$ cat config.mk
export PLATFORM = sky130hd
export DESIGN_NAME = register_bank_sb
export DESIGN_NICKNAME = d
export VERILOG_FILES = /design/src/rtl/register_bank_sb.sv
export SDC_FILE = /design/constraint.sdc
export NUM_CORES = 1
export LEC_CHECK = 0
export BUFFER_PORTS_ARGS = -buffer_cell sky130_fd_sc_hd__buf_4
export CORE_MARGIN = 1.5
export CORE_UTILIZATION = 55
export CTS_CLUSTER_DIAMETER = 50
export DETAILED_ROUTE_END_ITERATION = 6
export PLACE_DENSITY_LB_ADDON = 0.08
export SLEW_MARGIN = 15
export SYNTH_ARGS = -nofsm -noshare
export SYNTH_HDL_FRONTEND = slang
export SYNTH_SLANG_ARGS = --single-unit
export TNS_END_PERCENT = 30
$ cat constraint.sdc
create_clock -name clk -period 41 [get_ports clk]
set_clock_uncertainty 0.1 [all_clocks]
set_input_delay 6.15 -clock clk [delete_from_list [all_inputs] [get_ports clk]]
set_output_delay 6.15 -clock clk [all_outputs]
set_load 0.02 [all_outputs]
$ cat src/rtl/register_bank_sb.sv
// register_bank_sb: register file with write enable, zero register, write bypass,
// busy scoreboard and a sequenced bulk-clear engine.
module register_bank_sb #(
    parameter int WIDTH    = 32,
    parameter int ADDR     = 4,
    parameter int ZERO_REG = 1,
    parameter int BYPASS   = 1
) (
    input  logic             clk,
    input  logic             rst,
    input  logic             we,
    input  logic [ADDR-1:0]  dest,
    input  logic [WIDTH-1:0] Din,
    input  logic [ADDR-1:0]  srcadd1,
    input  logic [ADDR-1:0]  srcadd2,
    output logic [WIDTH-1:0] src1,
    output logic [WIDTH-1:0] src2,
    input  logic             rsv,
    input  logic [ADDR-1:0]  rsvadd,
    output logic             busy1,
    output logic             busy2,
    input  logic             clr,
    output logic             clr_busy
);
    localparam int DEPTH = 1 << ADDR;
    localparam bit ZR = ZERO_REG != 0;
    localparam bit BP = BYPASS != 0;

    typedef enum logic {IDLE, CLEAR} state_t;

    state_t           state;
    logic [ADDR-1:0]  cnt;
    logic [WIDTH-1:0] regs [DEPTH];
    logic [DEPTH-1:0] busy;
    logic             wr, rs, fwd1, fwd2, z1, z2;

    // Writes and reservations are only honoured while the clear engine is idle
    assign wr = we && state == IDLE && !(ZR && dest == '0);
    assign rs = rsv && state == IDLE && !(ZR && rsvadd == '0);
    assign clr_busy = state == CLEAR;

    always_ff @(posedge clk or posedge rst) begin
        if (rst) begin
            state <= IDLE;
            cnt   <= '0;
            busy  <= '0;
            for (int i = 0; i < DEPTH; i++) regs[i] <= '0;
        end else if (state == IDLE) begin
            if (wr) begin
                regs[dest] <= Din;
                busy[dest] <= 1'b0;
            end
            if (rs) busy[rsvadd] <= 1'b1;
            if (clr) begin
                state <= CLEAR;
                cnt   <= '0;
            end
        end else begin
            regs[cnt] <= '0;
            busy[cnt] <= 1'b0;
            cnt       <= cnt + 1'b1;
            if (cnt == ADDR'(DEPTH - 1)) state <= IDLE;
        end
    end

    always_comb begin
        z1    = ZR && srcadd1 == '0;
        z2    = ZR && srcadd2 == '0;
        fwd1  = BP && wr && dest == srcadd1;
        fwd2  = BP && wr && dest == srcadd2;
        src1  = z1 ? '0 : fwd1 ? Din : regs[srcadd1];
        src2  = z2 ? '0 : fwd2 ? Din : regs[srcadd2];
        busy1 = !(z1 || fwd1) && busy[srcadd1];
        busy2 = !(z2 || fwd2) && busy[srcadd2];
    end
endmodule
# After elaboration in Yosys (flattened, before gate mapping)
# Cells that the tools add are included.
# op_classes
n_shift,0
n_eq_ne,3
multipliers,0
bitwise,12
n_div,0
reduce_logical,25
mux,36
n_lt_le_gt_ge,14
n_addsub,1
# op_table
cell,n
$mux 512,2
$and 512x512->512,1
$bwmux 512,1
$not 512->512,1
$mux 32,10
$bmux 32 s4,2
$demux 32 s4,2
$mux 16,4
$and 16x16->16,2
$not 16->16,2
$lt 4x5->1 const B,5
$ge 5x5->1 const B,4
$not 4->5,4
$logic_not 4->1,4
$or 16x16->16,1
$logic_and 1x1->1,13
$demux 1 s4,3
$ge 4x1->1 const B,3
$lt 5x1->1 const B,2
$bmux 1 s4,2
$eq 4x4->1,2
$mux 1,8
$mux 4,2
$add 4x1->4 const B,1
5 further kinds,10
# word_totals
out_inout_bits,67
ramBits,0
ff_bits,533
n_memories,0
latchBits,0
wordCells,110
romBits,0

# Depth between registers and ports, before layout
# depth
word_depth,11
mapped_depth,8

# Least setup slack after synthesis
# No wires, ideal clock.
# synth_timing
kind,input-to-output
start,input port srcadd2[2]
end,output port busy2
slack_ps,27062
n_path_buf,3
required_time_ps,34750
arrival_ps,7688
stages,6
path_cell_list,buf_2 > buf_2 > clkbuf_1 > mux4_2 > mux2i_1 > a211oi_1
# synth_via
elab_chain_cells,5
# synth_rtl
item,line,rtl
start: declaration,15,"input logic [ADDR-1:0] srcadd2,"
"parallel branches: the longest is 4 deep, another holds $bmux 1 s4",-,
$logic_and 1x1->1 (*),74,busy2 = !(z2 || fwd2) && busy[srcadd2];
end: declaration,21,"output logic busy2,"
# Mark *: on every way between the ends. The select of a mux whose other input is x is not followed.

# Worst setup path in the final report
# layout_timing
start,input port srcadd1[0]
end,output port src1[1]
# layout_via
elab_chain_cells,6
# layout_rtl
item,line,rtl
start: declaration,14,"input logic [ADDR-1:0] srcadd1,"
$not 4->5 (implied by the code),71,src1 = z1 ? '0 : fwd1 ? Din : regs[srcadd1];
$bmux 32 s4,71,
$mux 32 (implied by the code) (2 in a row),71,
$mux 32,71,
$mux 32 (*),71,
end: declaration,16,"output logic [WIDTH-1:0] src1,"
# Every way passes the cells marked *; elsewhere a longest branch is shown, timed or not. The select of a mux whose other input is x is not followed.

==> impl_metrics.csv <==
group,metric,value,unit
sta,setup_viol,0,
detailed_routing,postRouteWirelength,91800,um
place,io_buffer_count,119,
synthesis,yosysMostFrequentCell,"a22o_1",
clocking,cts-htree-levels,3,
sta,grt_setup_unrepaired,"false",
cells_and_area,share_of_post_route_cells_with_drive_strength_above_1,0.291,
global_route,first_global_vias,21000,
cells_and_area,finish.utilization,0.623,
clocking,clk_root_buffer_cell,"clkbuf_16",
hold_path,worstHoldPathType,"reg2reg",
synthesis,yosys_warnings,0,
clocking,clkSinkCount,532,
clocking,cts_made_buffers,69,
synthesis,syn_inst,1991,
synthesis,yosys-top-cells-area,"dfrtp_1 (47%), mux4_2 (21%), a22o_1 (17%), mux2i_1 (6.8%), buf_2 (1.4%)",
detailed_routing,dr_total_vias,20300,
synthesis,dominantRegCellSynth,"dfrtp_1",
die,placementRows,83,
die,overall_die_area,53100,um2
setup_path,timing.critical_path.fanout_max,43,
synthesis,syn_area_per_cell,14.3,um2
synthesis,synth_cell_type_count,44,
setup_path,worstPathRequired,34.75,ns
detailed_routing,route.detailed.vias_per_inst,7.53,
setup_path,worstSetupEndpointType,"output port",
sta,tns,0,ns
clocking,cts.hold.buffers_added,0,
synthesis,synth_top_area_frac,0.468,
clocking,cts_post_setup_buffers_inserted,0,
detailed_routing,drt-initial-drc-count,2604,
synthesis,number_of_synthesized_flops_with_an_enable_pin,0,
sta,max_slew_violations,0,
sta,fraction_of_the_cycle_the_final_worst_path_needs,0.382,
cells_and_area,areaGrowthSynthToFinish,12.2,%
synthesis,post_synth_most_frequent_cells,"a22o_1 (548), dfrtp_1 (532), mux4_2 (262)",
synthesis,netlist.top_cell.by_area,"dfrtp_1",
power_and_ir_drop,p_leak,14.5,nW
die,io-pin-count,120,
detailed_routing,routed_wire_length_per_instance,34.1,um
synthesis,synth.ff_latch_count,532,
die,die_height,230,um
global_route,grt_pass1_wl,138000,um
detailed_routing,detail_route_antenna_nets,0,
synthesis,mappedNetlistNets,2048,
run,max_cap_viol_count,0,
sta,maxClockFrequency,63.8,MHz
power_and_ir_drop,total_power,1.71,mW
cells_and_area,layout.nets,2023,
global_route,grt_util_all_layers,0.353,
synthesis,async_reset_ff_frac,1.00,
setup_path,worst_setup_path_start_kind,"input pin",
die,die_width,230,um
synthesis,synth_area,28400,um2
place,placedCellCount,2575,
clocking,tritoncts,"built",
power_and_ir_drop,p_per_area,53.6,nW/um2
place,hpwl_after_detailed_placement,47600,um
clocking,clk_latency,0.61,ns
sta,final_hold_viol_count,0,
global_route,grt-ovfl-total,0,
cells_and_area,final_instance_count_without_filler_cells,2696,
clocking,worst_setup_hold_path_clk_slew,0.06,ns
power_and_ir_drop,max_vdd_drop,0.0422,mV
detailed_routing,drc_errors,0,
sta,post-route-min-period,15.67,ns
clocking,max-clock-path-buffers,3,
setup_path,critPathArrivalTime,9.42,ns
die,floorplan.initialDensity,0.555,
outcome,outcome,"completed",
synthesis,synth-seq-area-share,0.468,
clocking,cts.repair.resized,0,
global_route,grt_start_max_net_pins,183,
sta,transition_time_of_the_tightest_slew_check_pin,1.21,ns
cells_and_area,number_of_filler_cells_placed_in_the_layout,3881,
sta,slew_headroom,0.192,
place,gp_congestion,0.785,
die,core_area,51200,um2
setup_path,timing_worst_setup_path_type,"in2out",
global_route,initial_antenna_violation_count,2,
detailed_routing,detailedRoute.firstPassIterationCount,5,
==> flip-flops by register name, indices dropped and copies added, names as in the netlist <==
register  flops
busy         15
clr_busy      1
cnt           4
regs        512
==> routing by layer <==
layer,up-vias,share of wire,GRT usage
li1,7955,-,-
met1,10900,0.40,0.497
met2,1262,0.46,0.526
met3,216,0.11,0.0946
met4,2,0.038,0.143
met5,-,0.00014,0
==> report_power, final <==
| part | leakage (nW) | internal, mW | switching (mW) |
|---|---|---|---|
| sequential | 7.38 | 0.610 | 0.0696 |
| combinational | 5.92 | 0.185 | 0.228 |
| clock | 1.15 | 0.378 | 0.238 |
==> placed cells by master (no fill, tap or decap), types with 2 or more instances in the layout <==
master	count
nand2b_1	6
o21ai_0	9
xor2_1	9
a2bb2oi_1	2
nor3b_1	2
clkbuf_8	13
clkinvlp_4	2
a21oi_4	17
nor4_1	5
bufinv_16	6
mux2i_1	194
dfrtp_1	532
buf_4	162
nor3_1	2
inv_6	8
nand2_1	29
a21oi_1	7
a21boi_0	2
inv_1	4
mux4_2	262
a211oi_1	2
clkinv_2	12
a22oi_1	5
mux2_2	2
a22o_1	548
ha_1	4
nor3_4	3
nor2b_1	40
clkbuf_1	7
clkbuf_16	71
a221o_1	2
and2_1	3
nor2_4	12
nor2_1	6
a32o_1	2
buf_6	7
==> kinds of logic (layout without fill, tap and decap cells) <==
kind of cell               Yosys count  in the layout  share of synthesized area
AOI/OAI and AO/OA                  598            598                      0.180
DFF                                532            532                      0.468
muxes                              458            458                      0.277
buffers and inverters              271            295                     0.0463
and+or+nand+nor                    118            118                     0.0239
xor gates and xnor gates            10             10                    0.00308
adders and majority gates            4              4                    0.00176
other                                0              1                          0
==> layout make-up <==
cell class,instances,area (um2),area share
multi-input combinational,1188,14100,0.441
sequential,532,13300,0.417
clock buffer,91,1980,0.0621
timing repair buffer,170,1320,0.0412
tap,680,851,0.0267
clock inverter,29,334,0.0105
inverter,5,26.3,0.000824
antenna,1,2.50,0.0000785
==> final timing paths <==
| kind | start | endpoint | slack (ns) | depth (start not counted) |
|---|---|---|---|---|
| worst max-delay path | srcadd1[0] | src1[1] | 25.33 | 8 |
| worst min-delay path | regs[92] | regs[92] | 0.41 | 1 |
| worst max register to register | clr_busy | regs[370] | 37.74 | 7 |
| worst min register to register | regs[92] | regs[92] | 0.41 | 1 |
| max in group asynchronous | rst | regs[365] | 33.10 | 4 |
| min in group asynchronous | rst | busy[10] | 5.59 | 2 |
==> per-stage QoR <==
stage          setup slack (ns)  hold WS (ns)  area, um2
3_3_place_gp              25.38         0.393      29600
6_report                  25.33         0.415      31900
2_1_floorplan             19.88         0.377      28400
4_1_cts                   25.35         0.415      31900
5_1_grt                   25.19         0.429      31900
3_5_place_dp              25.37         0.394      29600
==> critical path, cell delays in order <==
cell	delay, ns
buf_6	0.26
buf_4	0.71
buf_4	0.80
mux4_2	0.59
mux2i_1	0.23
mux2i_1	0.14
a22o_1	0.26
buf_4	0.16
Power figures use the tool's default switching activity.
